==> src/rtl/audio_pkg.sv <==
// Shared I2S frame constants and elaboration-time parameter checks
// for the pedal output stage.
package audio_pkg;

    localparam int unsigned DEF_DATA_WIDTH = 24;
    localparam int unsigned DEF_SLOT_WIDTH = 32;
    localparam int unsigned DEF_CLK_DIV    = 4;
    localparam int unsigned I2S_CHANNELS   = 2;
    localparam int unsigned MIN_CLK_DIV    = 2;

    // The MSB sits one SCK after the ws edge, so a sample needs a spare bit in its slot.
    function automatic bit data_fits_slot(input int unsigned dw, input int unsigned sw);
        return (dw >= 1) && (dw < sw);
    endfunction

    function automatic bit clk_div_ok(input int unsigned cd);
        return cd >= MIN_CLK_DIV;
    endfunction

endpackage

==> src/rtl/i2s_tx_if.sv <==
// Mono sample stream from the effect chain: data plus a one-cycle valid
// strobe, no backpressure.
interface i2s_tx_if
    import audio_pkg::*;
#(
    parameter int unsigned DATA_WIDTH = DEF_DATA_WIDTH
);
    logic [DATA_WIDTH-1:0] data;
    logic                  vld;

    modport master (output data, output vld);
    modport slave  (input  data, input  vld);
endinterface

==> src/rtl/i2s_sck_gen.sv <==
// Bit-clock divider: toggles sck every CLK_DIV clk cycles and flags the
// rise/fall events in the cycle the sck register toggles.
module i2s_sck_gen
    import audio_pkg::*;
#(
    parameter int unsigned CLK_DIV = DEF_CLK_DIV
) (
    input  logic clk,
    input  logic rst,
    input  logic en,
    output logic sck,
    output logic rise,
    output logic fall
);
    localparam int unsigned CW = (CLK_DIV > 1) ? $clog2(CLK_DIV) : 1;
    localparam logic [CW-1:0] DIV_LAST = CW'(CLK_DIV - 1);

    logic [CW-1:0] div;
    logic          term;

    assign term = en && (div == DIV_LAST);
    assign rise = term && !sck;
    assign fall = term && sck;

    always_ff @(posedge clk or negedge rst) begin
        if (!rst) begin
            div <= '0;
            sck <= 1'b0;
        end else if (!en) begin
            div <= '0;
            sck <= 1'b0;
        end else if (term) begin
            div <= '0;
            sck <= ~sck;
        end else begin
            div <= div + 1'b1;
        end
    end

endmodule

==> src/rtl/i2s_tx.sv <==
// Philips I2S transmitter: one mono sample per frame, sent on both slots,
// through a single-entry holding register with overrun/underrun pulses.
module i2s_tx
    import audio_pkg::*;
#(
    parameter int unsigned DATA_WIDTH = DEF_DATA_WIDTH,
    parameter int unsigned SLOT_WIDTH = DEF_SLOT_WIDTH,
    parameter int unsigned CLK_DIV    = DEF_CLK_DIV
) (
    input  logic     clk,
    input  logic     rst,
    input  logic     en,
    i2s_tx_if.slave  smp,
    output logic     sck,
    output logic     ws,
    output logic     sd,
    output logic     underrun_o,
    output logic     overrun_o
);
    localparam int unsigned FRAME_BITS = I2S_CHANNELS * SLOT_WIDTH;
    localparam int unsigned BW         = $clog2(FRAME_BITS);
    localparam logic [BW-1:0] B_LAST   = BW'(FRAME_BITS - 1);

    if (!data_fits_slot(DATA_WIDTH, SLOT_WIDTH)) begin : g_bad_width
        $error("i2s_tx: DATA_WIDTH must be below SLOT_WIDTH");
    end
    if (!clk_div_ok(CLK_DIV)) begin : g_bad_div
        $error("i2s_tx: CLK_DIV must be at least 2");
    end

    logic                  rise;
    logic                  fall;
    logic [BW-1:0]         b;
    logic [BW-1:0]         b_next;
    int unsigned           p_next;
    logic                  frame_start;
    logic                  ws_next;
    logic                  sd_next;
    logic [DATA_WIDTH-1:0] shifted;
    logic [DATA_WIDTH-1:0] cur;
    logic [DATA_WIDTH-1:0] hold;
    logic                  full;

    i2s_sck_gen #(.CLK_DIV(CLK_DIV)) u_sck_gen (
        .clk  (clk),
        .rst  (rst),
        .en   (en),
        .sck  (sck),
        .rise (rise),
        .fall (fall)
    );

    always_comb begin
        frame_start = fall && (b == B_LAST);
        b_next      = (b == B_LAST) ? '0 : b + 1'b1;
        p_next      = 32'(b_next) % SLOT_WIDTH;
        ws_next     = 32'(b_next) >= SLOT_WIDTH;
        // cur at a frame start is still the old sample, but p is 0 there so sd is 0 anyway.
        shifted     = cur << (p_next - 32'd1);
        sd_next     = 1'b0;
        if (p_next >= 1 && p_next <= DATA_WIDTH) begin
            sd_next = shifted[DATA_WIDTH-1];
        end
    end

    always_ff @(posedge clk or negedge rst) begin
        if (!rst) begin
            b  <= B_LAST;
            ws <= 1'b0;
            sd <= 1'b0;
        end else if (!en) begin
            b  <= B_LAST;
            ws <= 1'b0;
            sd <= 1'b0;
        end else if (fall) begin
            b  <= b_next;
            ws <= ws_next;
            sd <= sd_next;
        end
    end

    // A strobe in the frame-start cycle refills hold after cur has taken the old value.
    always_ff @(posedge clk or negedge rst) begin
        if (!rst) begin
            cur        <= '0;
            hold       <= '0;
            full       <= 1'b0;
            underrun_o <= 1'b0;
            overrun_o  <= 1'b0;
        end else begin
            underrun_o <= frame_start && !full;
            overrun_o  <= smp.vld && full && !frame_start;
            if (frame_start && full) begin
                cur <= hold;
            end
            if (smp.vld) begin
                hold <= smp.data;
                full <= 1'b1;
            end else if (frame_start) begin
                full <= 1'b0;
            end
        end
    end

    assert property (@(posedge clk) disable iff (!rst) !(rise && fall));

endmodule

==> src/flat_wrapper.sv <==
// flat-port wrapper written by rule: the top's interface ports become plain ports
module i2s_tx_flat import audio_pkg::*;
#(
    parameter int unsigned DATA_WIDTH = DEF_DATA_WIDTH,
    parameter int unsigned SLOT_WIDTH = DEF_SLOT_WIDTH,
    parameter int unsigned CLK_DIV    = DEF_CLK_DIV
)
  (clk, rst, en, sck, ws, sd, underrun_o, overrun_o, smp_data, smp_vld);
  i2s_tx_if #(.DATA_WIDTH(DATA_WIDTH)) smp_i ();
  input  logic clk;
  input  logic rst;
  input  logic en;
  output logic sck;
  output logic ws;
  output logic sd;
  output logic underrun_o;
  output logic overrun_o;
  input wire logic [$bits(smp_i.data)-1:0] smp_data;
  input wire logic [$bits(smp_i.vld)-1:0] smp_vld;
  assign smp_i.data = smp_data;
  assign smp_i.vld = smp_vld;
  i2s_tx #(.DATA_WIDTH(DATA_WIDTH), .SLOT_WIDTH(SLOT_WIDTH), .CLK_DIV(CLK_DIV)) u_core (.clk(clk), .rst(rst), .en(en), .smp(smp_i), .sck(sck), .ws(ws), .sd(sd), .underrun_o(underrun_o), .overrun_o(overrun_o));
endmodule
==> config.mk <==
export PLATFORM = sky130hd
export DESIGN_NAME = i2s_tx_flat
export DESIGN_NICKNAME = d
export VERILOG_FILES = /design/src/rtl/audio_pkg.sv /design/src/rtl/i2s_tx_if.sv /design/src/rtl/i2s_sck_gen.sv /design/src/rtl/i2s_tx.sv /design/src/flat_wrapper.sv
export SDC_FILE = /design/constraint.sdc
export NUM_CORES = 1
export LEC_CHECK = 0
export ABC_AREA = 1
export CAP_MARGIN = 20
export CORE_MARGIN = 10
export CORE_UTILIZATION = 30
export DETAILED_ROUTE_END_ITERATION = 16
export HOLD_SLACK_MARGIN = 0.15
export PLACE_DENSITY = 0.44
export SETUP_SLACK_MARGIN = 0.2
export SYNTH_ARGS = -nofsm -noshare
export SYNTH_HDL_FRONTEND = slang
export SYNTH_SLANG_ARGS = --single-unit
==> constraint.sdc <==
create_clock -name clk -period 3.32 [get_ports clk]
set_input_delay 0.664 -clock clk [delete_from_list [all_inputs] [get_ports clk]]
set_output_delay 0.664 -clock clk [all_outputs]
set_load 0.03 [all_outputs]
# After elaboration in Yosys (flattened, before gate mapping)

Cells that the tools add are included.

Bits in registers: 62
Input port bits: 28
Output and inout bits: 5
Logic and storage cells: 47

Add/subtract/negate cells: 3
$lt $le $gt $ge: 3
Equality and inequality tests: 4
Shift operators: 1
Multiplexer cells: 14
Bitwise logic cells: 1
Reductions and logical operators: 11

Operator list:

| kind                | number |
|---|---|
| $shl 24x32->24      | 1 |
| $mux 6              | 3 |
| $mux 1              | 9 |
| $logic_and 1x1->1   | 8 |
| $add 6x1->6 const B | 1 |
| $eq 6x6->1 const B  | 1 |
| $ge 6x6->1 const B  | 1 |
| $sub 5x1->6 const B | 1 |
| $ge 5x1->1 const B  | 1 |
| $le 5x5->1 const B  | 1 |
| $mux 2              | 2 |
| $ne 2x1->1 const B  | 2 |
| $add 2x1->2 const B | 1 |
| $eq 2x2->1 const B  | 1 |
| $logic_not 1->1     | 2 |
| $reduce_bool 2->1   | 1 |
| $not 1->1           | 1 |

# Longest topological paths before layout

Depth after elaboration: 7
Mapped depth: 13

# Cells and area by module

From an unflattened synthesis, not the netlist that was laid out.

Cell total of the unflattened synthesis: 343
Area total of the unflattened synthesis: 2842.7 um2

By module, submodules not included:

| module      | times used | cells an instance | area each (um2) | seq. area each (um2) |
|---|---|---|---|---|
| i2s_tx      | 1          | 327               | 2707.6          | 1483.9 |
| i2s_sck_gen | 1          | 16                | 135.1           | 75.1 |

# Least setup slack after synthesis

OpenSTA, ideal clock, no wires.

Path kind: reg-to-reg
From: register u_core.b[0]
To: register u_core.sd
Data arrival time: 2.031 ns
Path slack: 1.171 ns
Cell stages (with the launch flop): 13
Path buffers: 2
Clock period less this slack: 2.149 ns
Path through: dfstp_2 > clkinv_1 > ha_1 > buf_4 > inv_1 > buf_4 > nand3_1 > xor2_2 > inv_2 > nor2_1 > nand2_1 > nand3_1 > nand2_1

Cells in the longest elaborated chain, start to end: 7
Elaborated cells on any way between the ends: 11
Those cells by class: 2 x add/sub; 2 x order compare; 1 x eq/ne; 1 x shift; 4 x mux; 1 x reduce/logical

RTL lines:

| element                                             | RTL line                   | source |
|---|---|---|
| from (decl)                                         | i2s_tx.sv:33               | `logic [BW-1:0] b;` |
| from (signal assigned)                              | i2s_tx.sv:76               | `b <= b_next;` |
| $add 6x1->6 or $eq 6x6->1 (tied branches)           | i2s_tx.sv:55               | `b_next = (b == B_LAST) ? '0 : b + 1'b1;` |
| $mux 6 (*)                                          | i2s_tx.sv:55               |  |
| $sub 5x1->6, or another cell as far along           | i2s_tx.sv:59               | `shifted = cur << (p_next - 32'd1);` |
| $shl 24x32->24 or $logic_and 1x1->1 (tied branches) | i2s_tx.sv:59, i2s_tx.sv:61 |  |
| $mux 1 (*)                                          | i2s_tx.sv:61               | `if (p_next >= 1 && p_next <= DATA_WIDTH) begin` |
| $mux 1 (*)                                          | i2s_tx.sv:75               | `end else if (fall) begin` |
| $mux 1 (*)                                          | i2s_tx.sv:71               | `end else if (!en) begin` |
| to (signal assigned)                                | i2s_tx.sv:78               | `sd <= sd_next;` |
| to (decl)                                           | i2s_tx.sv:16               | `output logic sd,` |

Every way passes the cells marked *; elsewhere a longest branch is shown, timed or not. The select of a mux whose other input is x is not followed.
A chain may end at the register's enable or synchronous reset.

# Worst setup path in the final report

Same ends and word-level chain as after synthesis.

==> metrics.md <==
| Metric | Value |
|---|---|
| CTS H-tree depth | `3` |
| Hold EP | `u_core.u_sck_gen.div[0]` |
| N_diodes | `0` |
| #FFs+latches synth | `62` |
| Fin util | `36.4%` |
| Tcrit/Tclk final | `74.2%` |
| DRT antenna net count | `0` |
| Largest net degree at the start of global routing | `63` |
| Post-CTS sizing | `0` |
| Worst hold slack | `0.432 ns` |
| Mapped Cells | `342` |
| Final GP Congestion | `0.786` |
| Share of the synthesized area in the top cell type | `47.5%` |
| Initial core utilization | `30.4%` |
| Core Area | `9680 sq um` |
| Post-synth EDFFs | `0` |
| Synthesized area per cell | `8.62 sq um` |
| Root Buffer Master | `clkbuf_8` |
| DR vias | `2,136` |
| Ys async rst share | `100%` |
| Area contributors post-synth | `dfrtp_1 (48%), nand2_1 (13%), o21ai_0 (5.4%), dfstp_2 (5.3%), inv_1 (5.1%)` |
| Critical path launch point type | `register` |
| Clock Path Buffers | `2` |
| Rows | `36` |
| Req. time, crit path | `3.54 ns` |
| Critical path class | `reg -> reg` |
| Grt peak-use layer | `met2` |
| Slew headroom | `47.6%` |
| Max rail drop VDD | `0.000166 V` |
| Slew Limit Fails | `0` |
| Hold Crit Start | `u_core.u_sck_gen.div[0]` |
| Io pins | `33` |
| Nets | `406` |
| Most common cell in the netlist | `nand2_1` |
| Total Wirelength | `5.82 mm` |
| Cell Area, Synth | `2950 sq um` |
| Clock slew at the register clock pins of the worst setup and hold paths | `0.07 ns` |
| Max-Cap Viols | `0` |
| TNS Setup | `0 ns` |
| Via density | `4.18` |
| Final setup viols | `0` |
| Num CTS Buffers | `9` |
| Input/output buffers | `32` |
| Reg2reg path depth | `12` |
| CTS tree | `done` |
| DRC | `0` |
| Unrepaired setup endpoints after global routing | `false` |
| Clk Latency, worst-skew pair | `0.33 ns` |
| Reg2reg end | `u_core.sd` |
| Hold_buf cts | `0` |
| Max Freq | `406 MHz` |
| Power Total | `1570 uW` |
| Commonest cells post-synth | `nand2_1 (102), dfrtp_1 (56), inv_1 (40)` |
| Die H | `119 microns` |
| CTS Sinks | `62` |
| Hold path cells | `1` |
| Leakage Power | `0.00169 uW` |
| Flop2flop setup slack | `0.86 ns` |
| Reg2Reg Launch Point | `u_core.b[0]` |
| Initial antenna violation count | `0` |
| Synth area leader | `dfrtp_1` |
| Syn nets | `374` |
| Die width | `119 microns` |
| Seq/Total Area, Yosys | `52.9%` |
| Total of warnings raised by yosys | `0` |
| First-pass GRT wire length | `10.5 mm` |
| Overall Global Routing Usage | `9.02%` |
| GR Util met2 | `13.3%` |
| Slew @ Worst Pin | `0.785 ns` |
| Grt ovf | `0` |
| First-pass DRT Iterations | `4` |
| Post-CTS Repair Setup Buffers | `0` |
| Final Hold Fails | `0` |
| Synth unique cells | `31` |
| Critical Path AT | `2.69 ns` |
| Area Overhead vs Synth | `19.6%` |
| Design area | `3530 sq um` |
| Die ar. | `14,200 sq um` |
| HPWL after DPL | `4.13 mm` |
| Hold Path Class | `reg -> reg` |
| Share of cells above drive strength 1 | `13.8%` |
| Vias in the first global route | `2,201` |
| Most used DFF post-synth | `dfrtp_1` |
| Nature of the critical path endpoint | `register` |
| Placed cell areas | `3350 sq um` |
| WL per Instance | `11.4 microns` |
| Pwr dens | `445 nW/um^2` |
| 1st-iter DRT viols | `69` |
| Status | `complete, no violations` |
| M1 GR Usage | `11.4%` |
| Final clock skew | `0.00655 ns` |
| Minimum clock period | `2.46 ns` |
| Met3 Track Usage GR | `3.40%` |
| Critical Path Fanout Max | `11` |
[flip-flops by register name, summed over array words and instances (netlist names)]
register and cells:
u_core.cur 24, u_core.hold 24, u_core.b 6, u_core.u_sck_gen.div 2, u_core.full 1, u_core.overrun_o 1
u_core.sd 1, u_core.u_sck_gen.sck 1, u_core.underrun_o 1, u_core.ws 1
[where the power goes]
part | switching, uW | internal (uW)
sequential | 22.4 | 810
combinational | 86.3 | 69.9
clock | 278 | 303
total | 387 | 1180
[layout by cell type (no fill, tap or decap), drive strengths merged]
cell type	instances
nand4	5
o21bai	1
inv	45
clkinv	4
clkinvlp	1
buf	4
xor2	2
clkdlybuf4s50	31
nand3	16
o21ai	56
nor2	18
dfstp	6
or2	4
a21oi	5
a211oi	1
nand3b	3
dfrtp	56
clkbuf	11
ha	4
nand2	105
[kinds of logic after synthesis]
group / Yosys count / share of synthesized area (%)
fa+ha+maj: 4 / 1.70
xor+xnor: 2 / 0.849
compound gates: 63 / 11.9
flops: 62 / 52.9
simple gates: 151 / 23.4
buf+inv: 60 / 9.25
[metrics by stage]
stage / instances / setup slack [ns]
3_3_place_gp: 496 / 0.898
2_1_floorplan: 342 / 1.17
6_report: 511 / 0.856
3_5_place_dp: 496 / 0.863
5_1_grt: 511 / 0.538
4_1_cts: 511 / 0.845
[worst max path at each step]
stage	to	depth (start not counted)	slack (ns)	from
2_1_floorplan	u_core.sd	12	1.17	u_core.b[0]
5_1_grt	u_core.sd	12	0.54	u_core.b[0]
3_5_place_dp	u_core.sd	12	0.86	u_core.b[0]
6_report	u_core.sd	12	0.86	u_core.b[0]
4_1_cts	u_core.sd	12	0.85	u_core.b[0]
3_3_place_gp	u_core.cur[8]	9	0.90	en
[critical path, cell delays in order, from the launching register on]
cell	delay, ns
dfstp_2	0.58
clkinv_1	0.23
ha_1	0.52
inv_1	0.25
or2_2	0.33
nand2_1	0.06
nand2_1	0.05
nand3_1	0.06
nand2_1	0.05
nand3_1	0.07
nand2_1	0.05
nand3_1	0.07
nand2_1	0.05
[cell type report]
cell class              instances  area [sq um]
well taps                     133           166
repair buffers                 35           338
multi-input cells             220          1120
inverters                      46           173
clock inverters                 4          22.5
clock buffers                  11           151
fillers                      1035          6160
flip-flops and latches         62          1560
[per-layer routing]
layer	wire, microns	share of wire [%]	up-vias
li1	-	-	1141
met1	2990	51	960
met2	2500	43	27
met3	228	3.9	8
met4	105	1.8	0
met5	0	0	-
Note: power is estimated with default switching activity, not from simulation.
